### config.mk
export PLATFORM = sky130hd
export DESIGN_NAME = icache_direct_mapped
export DESIGN_NICKNAME = d
export VERILOG_FILES = /design/src/rtl/icache_direct_mapped.sv
export SDC_FILE = /design/constraint.sdc
export NUM_CORES = 1
export LEC_CHECK = 0
export CAP_MARGIN = 20
export CORE_MARGIN = 1.5
export CORE_UTILIZATION = 55
export CTS_CLUSTER_DIAMETER = 60
export CTS_CLUSTER_SIZE = 40
export DETAILED_ROUTE_END_ITERATION = 16
export PLACE_DENSITY_LB_ADDON = 0.1
export SLEW_MARGIN = 20
export SYNTH_ARGS = -nofsm -noshare
export SYNTH_HDL_FRONTEND = slang
export SYNTH_SLANG_ARGS = --single-unit
### constraint.sdc
create_clock -name CLK -period 12.85 [get_ports CLK]
set_input_delay 2.57 -clock CLK [delete_from_list [all_inputs] [get_ports CLK]]
set_output_delay 2.57 -clock CLK [all_outputs]
set_load 0.01 [all_outputs]
### src/rtl/icache_direct_mapped.sv
// Direct-mapped read-only instruction cache: 8 lines x 4 words, combinational hit, line fill on miss.
// Optional hit/miss counters are enabled by defining ICACHE_STATS_EN.
module icache_direct_mapped #(
  parameter int NUM_LINES      = 8,
  parameter int WORDS_PER_LINE = 4,
  parameter int ADDR_BITS      = 10
) (
  input  logic                                        CLK,
  input  logic                                        RESET,
  input  logic [31:0]                                 PC,
  output logic [31:0]                                 INSTRUCTION,
  output logic                                        BUSYWAIT,
  output logic                                        MEM_READ,
  output logic [ADDR_BITS-$clog2(WORDS_PER_LINE)-3:0] MEM_ADDRESS,
  input  logic [32*WORDS_PER_LINE-1:0]                MEM_READDATA,
  input  logic                                        MEM_BUSYWAIT
`ifdef ICACHE_STATS_EN
  ,
  output logic [15:0]                                 HIT_COUNT,
  output logic [15:0]                                 MISS_COUNT
`endif
);

  localparam int OFF_W  = $clog2(WORDS_PER_LINE);
  localparam int IDX_W  = $clog2(NUM_LINES);
  localparam int BLK_W  = ADDR_BITS - OFF_W - 2;
  localparam int TAG_W  = BLK_W - IDX_W;
  localparam int LINE_W = 32 * WORDS_PER_LINE;

  typedef enum logic [1:0] {S_IDLE, S_FETCH, S_FILL} state_t;

  state_t                 r_state;
  state_t                 w_next;
  logic [NUM_LINES-1:0]   r_valid;
  logic [TAG_W-1:0]       r_tag  [NUM_LINES];
  logic [LINE_W-1:0]      r_data [NUM_LINES];
  logic [BLK_W-1:0]       r_miss_block;
  logic                   r_fetch_first;

  logic [TAG_W-1:0]       w_tag;
  logic [IDX_W-1:0]       w_index;
  logic [OFF_W-1:0]       w_offset;
  logic [BLK_W-1:0]       w_block;
  logic [OFF_W+4:0]       w_word_sel;
  logic                   w_hit;
  logic                   w_capture;
  logic                   w_unused;

  assign w_tag      = PC[ADDR_BITS-1 -: TAG_W];
  assign w_index    = PC[OFF_W+2 +: IDX_W];
  assign w_offset   = PC[2 +: OFF_W];
  assign w_block    = PC[ADDR_BITS-1:OFF_W+2];
  assign w_word_sel = {w_offset, 5'd0};
  assign w_unused   = ^{PC[31:ADDR_BITS], PC[1:0]};

  assign w_hit     = r_valid[w_index] && (r_tag[w_index] == w_tag);
  // The first FETCH cycle is skipped: memory has not yet seen MEM_READ, so its busy flag is stale.
  assign w_capture = (r_state == S_FETCH) && !r_fetch_first && !MEM_BUSYWAIT;

  assign INSTRUCTION = r_data[w_index][w_word_sel +: 32];
  assign MEM_ADDRESS = r_miss_block;

  always_ff @(posedge CLK) begin
    if (RESET) r_state <= S_IDLE;
    else       r_state <= w_next;
  end

  always_comb begin
    w_next = r_state;
    case (r_state)
      S_IDLE:  if (!w_hit) w_next = S_FETCH;
      S_FETCH: if (w_capture) w_next = S_FILL;
      S_FILL:  w_next = S_IDLE;
      default: w_next = S_IDLE;
    endcase
  end

  always_comb begin
    BUSYWAIT = 1'b1;
    MEM_READ = 1'b0;
    case (r_state)
      S_IDLE:  BUSYWAIT = !w_hit;
      S_FETCH: MEM_READ = 1'b1;
      default: ;
    endcase
  end

  always_ff @(posedge CLK) begin
    if (RESET) begin
      r_valid       <= '0;
      r_miss_block  <= '0;
      r_fetch_first <= 1'b0;
      for (int i = 0; i < NUM_LINES; i++) begin
        r_tag[i]  <= '0;
        r_data[i] <= '0;
      end
    end else begin
      if (r_state == S_IDLE && !w_hit) begin
        r_miss_block  <= w_block;
        r_fetch_first <= 1'b1;
      end
      if (r_state == S_FETCH) r_fetch_first <= 1'b0;
      if (w_capture) begin
        r_data[r_miss_block[IDX_W-1:0]]  <= MEM_READDATA;
        r_tag[r_miss_block[IDX_W-1:0]]   <= r_miss_block[BLK_W-1 -: TAG_W];
        r_valid[r_miss_block[IDX_W-1:0]] <= 1'b1;
      end
    end
  end

`ifdef ICACHE_STATS_EN
  logic [31:0] r_prev_pc;
  logic        r_after_fill;
  logic [15:0] r_hit_cnt;
  logic [15:0] r_miss_cnt;
  logic        w_hit_evt;
  logic        w_miss_evt;

  // A hit is counted once per new PC, plus the retried fetch that follows a fill.
  assign w_hit_evt  = (r_state == S_IDLE) && w_hit && ((PC != r_prev_pc) || r_after_fill);
  assign w_miss_evt = (r_state == S_IDLE) && !w_hit;

  always_ff @(posedge CLK) begin
    if (RESET) begin
      r_prev_pc    <= '0;
      r_after_fill <= 1'b0;
      r_hit_cnt    <= '0;
      r_miss_cnt   <= '0;
    end else begin
      r_prev_pc    <= PC;
      r_after_fill <= (r_state == S_FILL);
      if (w_hit_evt && r_hit_cnt != 16'hFFFF)   r_hit_cnt  <= r_hit_cnt + 16'd1;
      if (w_miss_evt && r_miss_cnt != 16'hFFFF) r_miss_cnt <= r_miss_cnt + 16'd1;
    end
  end

  assign HIT_COUNT  = r_hit_cnt;
  assign MISS_COUNT = r_miss_cnt;
`endif

endmodule
# ---- Word-level counts from Yosys, hierarchy flattened
# Memory sizes are Yosys's and may differ from the RTL's.
# Index checks and enable logic that the tools add are counted.
dict set report word_totals {
  regBits 17
  latch_bits 0
  ramBits 1048
  rom_bits 0
  inputBits 163
  output_inout_bits 40
  word_cells 48
  mem_count 2
}
dict set report op_classes {
  addsub 0
  multipliers 0
  div 0
  magnitude_cmp 3
  n_eq_ne 4
  n_shift 1
  mux 20
  n_bitwise 1
  reduce_logical 13
}
# memory words width read_ports rd_ports_with_merged_regs write_ports line
set mem_list {}
lappend mem_list {r_data 8 128 1 0 8 36} ;# logic [LINE_W-1:0] r_data [NUM_LINES];
lappend mem_list {r_tag 8 3 1 0 8 35} ;# logic [TAG_W-1:0] r_tag [NUM_LINES];
# cell n
set ops {}
lappend ops {{$mux W128} 1}
lappend ops {{$reduce_or A128 Y1} 1}
lappend ops {{$shiftx A128 B8 Y32} 1}
lappend ops {{$mux W1} 11}
lappend ops {{$mux W3} 3}
lappend ops {{$lt A3 B4 Y1 const B} 2}
lappend ops {{$or A8 B8 Y8} 1}
lappend ops {{$logic_and A1 B1 Y1} 5}
lappend ops {{$mux W2} 2}
lappend ops {{$ne A2 B2 Y1 const B} 2}
lappend ops {{$pmux W2 S2} 1}
lappend ops {{$bmux W1 S3} 1}
lappend ops {{$demux W1 S3} 1}
lappend ops {{$eq A3 B3 Y1} 1}
lappend ops {{$ge A3 B1 Y1 const B} 1}
lappend ops {{$logic_not A1 Y1} 3}
lappend ops {{$reduce_or A3 Y1} 1}
lappend ops {{$eq A2 B1 Y1 const B} 1}
lappend ops {{$logic_not A2 Y1} 1}
lappend ops {{$reduce_and A2 Y1} 1}
lappend ops {{$reduce_or A2 Y1} 1}

# ---- Depth between registers and ports, before layout
dict set report logic_depth {
  depth_word 8
  depth_mapped 7
  ltp_nobuf 5
}

# ---- Worst setup path before layout
# OpenSTA, ideal clock, no wires.
dict set report synth_timing {
  kind {input port to flip-flop}
  from {in MEM_BUSYWAIT}
  to {mem r_data[6][0] in the netlist's numbering (enable)}
  setup_time_ns 0.802
  arrival_time_ns 12.265
  required_ns 12.048
  slack_ns -0.218
  path_stages 3
  n_path_buf 0
  cell_sequence {nor4b_2 > nand2b_1 > o21ai_0}
}
# item line
set synth_lines {}
lappend synth_lines {{start: declaration} 16} ;# input logic MEM_BUSYWAIT
lappend synth_lines {{end: declaration} 36}

# ---- Worst setup path in the final report
dict set report layout_timing {
  from {in PC[4]}
  to {out INSTRUCTION[15]}
}
dict set report layout_between {
  elab_chain_cells 2
}
# item line
set layout_lines {}
lappend layout_lines {{start: declaration} 10} ;# input logic [31:0] PC,
lappend layout_lines {{$mem_v2 Z8 W128} n/a}
lappend layout_lines {{$shiftx A128 B8 Y32} 60} ;# assign INSTRUCTION = r_data[w_index][w_word_sel +: 32];
lappend layout_lines {{end: declaration} 11} ;# output logic [31:0] INSTRUCTION,
# Every way passes these cells.

==> impl_metrics.tcl <==
set metrics [dict create \
    run_status "completed" \
    finalCriticalPeriod_ns 8.57 \
    die_area_um2 87900 \
    crit_path_end_kind "primary output" \
    synth.distinct_cells 25 \
    grt_pass1_wl_mm 171 \
    critical_path_class "in2out" \
    drc_markers 0 \
    place.gp.congestion 0.720 \
    postCtsHoldBufs 0 \
    num_io_pins 203 \
    syn_avg_cell_area_um2 17.3 \
    clkSinkCount 1065 \
    placement.setup.worst_slack_ns 4.16 \
    syn_nets 2899 \
    clk_latency_ns 0.64 \
    dieWidth_um 297 \
    detail_route.first_pass.iterations 5 \
    timing.critical_path.arrival_ns 6.00 \
    antenna_found_initial 13 \
    skew_ns 0.0140 \
    clock_path_buffers 3 \
    cts.repair_timing.setup_buffer_count 0 \
    cp_data_required_time_ns 10.28 \
    rsz0062_at_grt "false" \
    fin_area_um2 53100 \
    cp_common_cell "sky130_fd_sc_hd__mux4_2" \
    design.final.nets 3000 \
    grt_util_all_layers 0.272 \
    cts_root_buffer "sky130_fd_sc_hd__clkbuf_16" \
    finalHoldViolCount 0 \
    max_slew.worst_pin.slew_ns 1.10 \
    layout-drive-gt1-share 0.191 \
    dominant_cells_by_area_after_synthesis "sky130_fd_sc_hd__edfxtp_1, sky130_fd_sc_hd__mux4_2, sky130_fd_sc_hd__and2_1" \
    min_path_type "reg2reg" \
    dpl-instance-area_um2 50300 \
    yosysWarningCount 0 \
    vias 24400 \
    synth-seq-cells 1065 \
    slew_headroom 0.270 \
    timing.final.ws_setup_ns 4.28 \
    syn_area_um2 47400 \
    max_stage_delay_ns 0.81 \
    startpoint_type "input pin" \
    worst_setup_hold_path_clk_slew_ns 0.09 \
    portBuffers 178 \
    cts_inserted_buffers 78 \
    setup.reg_to_reg.worst_slack_ns 8.42 \
    cp_delay_by_family_top "buffers and inverters" \
    drv.max_cap_violation_count 0 \
    synthDominantCellAreaShare 0.664 \
    initial_utilization 0.556 \
    layout_area_growth_over_synthesis_pct 12.0 \
    wirelength_mm 117 \
    gr_overflow_total 0 \
    power_density_nw_per_um2 136 \
    worst_ir_drop_vdd_uv 113 \
    timing.final.crit_share 0.667 \
    wl_per_cell_um 28.9 \
    critPathBufInv 3 \
    drtIter0Drc 2117 \
    drtAntennaViolNets 0 \
    detailedPlacementHpwl_mm 56.7 \
    vias_per_cell 6.03 \
    multiInputGateArea_um2 14900 \
    synth.yosys.seq_area_share 0.671 \
    core_ar_um2 85300 \
    timing.critical_path.cells "buf_8, buf_4, mux4_2, mux4_2, mux2_2, clkdlybuf4s50_1" \
    tritoncts "done" \
    die_height_um 297 \
    fillers 6080 \
    grt_start_max_net_pins 133 \
    syn-instance-count 2736 \
    cp_slowest_cell "sky130_fd_sc_hd__buf_4" \
    seqCellArea_um2 31800 \
    slew_viol_final 0 \
    fmaxAchievable_ghz 0.117 \
    path_max_fanout 53 \
    post_synthesis_cell_type_with_the_largest_combined_area "sky130_fd_sc_hd__edfxtp_1" \
    finalSetupViolCount 0 \
    post_cts_resized 0 \
    via_count_of_the_first_global_routing_pass 26000 \
    htree_num_levels 3 \
    leakage_nw 19.0 \
    row_count 107 \
]
[cell type report]
| type | count | share of cell area |
|---|---|---|
| antenna | 6 | 0.000283 |
| clock buffer | 86 | 0.0393 |
| clock inverter | 60 | 0.0130 |
| inverter | 1 | 0.0000707 |
| multi-input combinational | 1478 | 0.281 |
| sequential | 1065 | 0.599 |
| tap | 1144 | 0.0270 |
| timing repair buffer | 213 | 0.0408 |
[routing by layer]
metal / track usage / wire length [um]
met5: 0 / 121
met4: 0.0763 / 2940
met3: 0.0455 / 7040
met2: 0.474 / 60100
met1: 0.353 / 46900
[sequential cells by signal (all words and copies together), names as in the netlist]
register / cells
MEM_ADDRESS: 6
r_data: 1024
r_fetch_first: 1
r_state: 2
r_tag: 24
r_valid: 8
[worst reg2reg max path, stage by stage (launching register included)]
cell and delay [ns]:
sky130_fd_sc_hd__dfxtp_1 0.31, sky130_fd_sc_hd__and2b_1 0.25, sky130_fd_sc_hd__nor4b_2 0.30, sky130_fd_sc_hd__nand2_1 0.46
sky130_fd_sc_hd__nor3_4 0.27, sky130_fd_sc_hd__or2_4 0.62, sky130_fd_sc_hd__buf_4 0.82, sky130_fd_sc_hd__buf_4 0.98
[metrics by stage]
step	power [mW]	hold WS, ns	TNS (ns)	instances	utilization
after floorplan	4.40	0.421	-168.21	2736	-
after global placement	4.62	0.427	0	3901	0.590
after detailed placement	4.64	0.438	0	3901	0.590
after CTS	7.28	0.459	0	4047	0.622
after global routing	7.43	0.474	0	4050	0.623
final	7.23	0.455	0	4053	0.623
[final timing paths]
kind	start	end	cells after the start
worst max-delay path	PC[4]	INSTRUCTION[15]	6
worst min-delay path	r_valid[2]	r_valid[2]	1
worst max register to register	r_state[1]	r_data[1][82]	7
worst min register to register	r_valid[2]	r_valid[2]	1
[power breakdown]
part	leakage [nW]	switching (mW)	internal, mW	total, mW
sequential	11.0	0.0365	3.94	3.98
combinational	6.65	0.314	0.258	0.572
clock	1.36	1.32	1.36	2.68
[cells in the mapped netlist]
| cell | number |
|---|---|
| sky130_fd_sc_hd__buf_1 | 16 |
| sky130_fd_sc_hd__a21o_1 | 8 |
| sky130_fd_sc_hd__nand4_1 | 1 |
| sky130_fd_sc_hd__o21ai_0 | 6 |
| sky130_fd_sc_hd__nor3_2 | 2 |
| sky130_fd_sc_hd__nor2_1 | 7 |
| sky130_fd_sc_hd__clkbuf_1 | 135 |
| sky130_fd_sc_hd__mux2i_1 | 18 |
| sky130_fd_sc_hd__nand2b_1 | 3 |
| sky130_fd_sc_hd__nor4b_2 | 1 |
| sky130_fd_sc_hd__buf_4 | 3 |
| sky130_fd_sc_hd__or2_2 | 4 |
| sky130_fd_sc_hd__and2b_1 | 1 |
| sky130_fd_sc_hd__o21a_1 | 3 |
| sky130_fd_sc_hd__mux2_2 | 33 |
| sky130_fd_sc_hd__buf_6 | 5 |
| sky130_fd_sc_hd__and2_1 | 1048 |
| sky130_fd_sc_hd__xor2_1 | 3 |
| sky130_fd_sc_hd__mux4_2 | 325 |
| sky130_fd_sc_hd__edfxtp_1 | 1048 |
| sky130_fd_sc_hd__clkinv_1 | 1 |
| sky130_fd_sc_hd__nand2_1 | 14 |
| sky130_fd_sc_hd__dfxtp_1 | 17 |
| sky130_fd_sc_hd__a41oi_4 | 1 |
| sky130_fd_sc_hd__buf_2 | 33 |
[placed cells by master, fill, tap and decap left out, types with 7 or more instances in the layout]
cell type / instances
sky130_fd_sc_hd__inv_6: 16
sky130_fd_sc_hd__buf_12: 9
sky130_fd_sc_hd__buf_4: 26
sky130_fd_sc_hd__clkbuf_16: 83
sky130_fd_sc_hd__dfxtp_1: 17
sky130_fd_sc_hd__mux4_2: 325
sky130_fd_sc_hd__nand2_1: 14
sky130_fd_sc_hd__edfxtp_1: 1048
sky130_fd_sc_hd__inv_8: 10
sky130_fd_sc_hd__clkdlybuf4s50_1: 173
sky130_fd_sc_hd__and2_1: 1048
sky130_fd_sc_hd__a21o_1: 8
sky130_fd_sc_hd__mux2_2: 33
sky130_fd_sc_hd__clkinv_1: 7
sky130_fd_sc_hd__mux2i_1: 18
[cell families (layout without fill, tap and decap cells)]
group                     Yosys count  after routing  synth area share
and+or+nand+nor                  1081           1081             0.142
DFF                              1065           1065             0.671
muxes                             376            376             0.166
buffers and inverters             193            360            0.0172
AOI/OAI and AO/OA                  18             18           0.00296
xor gates and xnor gates            3              3          0.000555
other                               0              6                 0
Note: power is estimated with default switching activity, not from simulation.
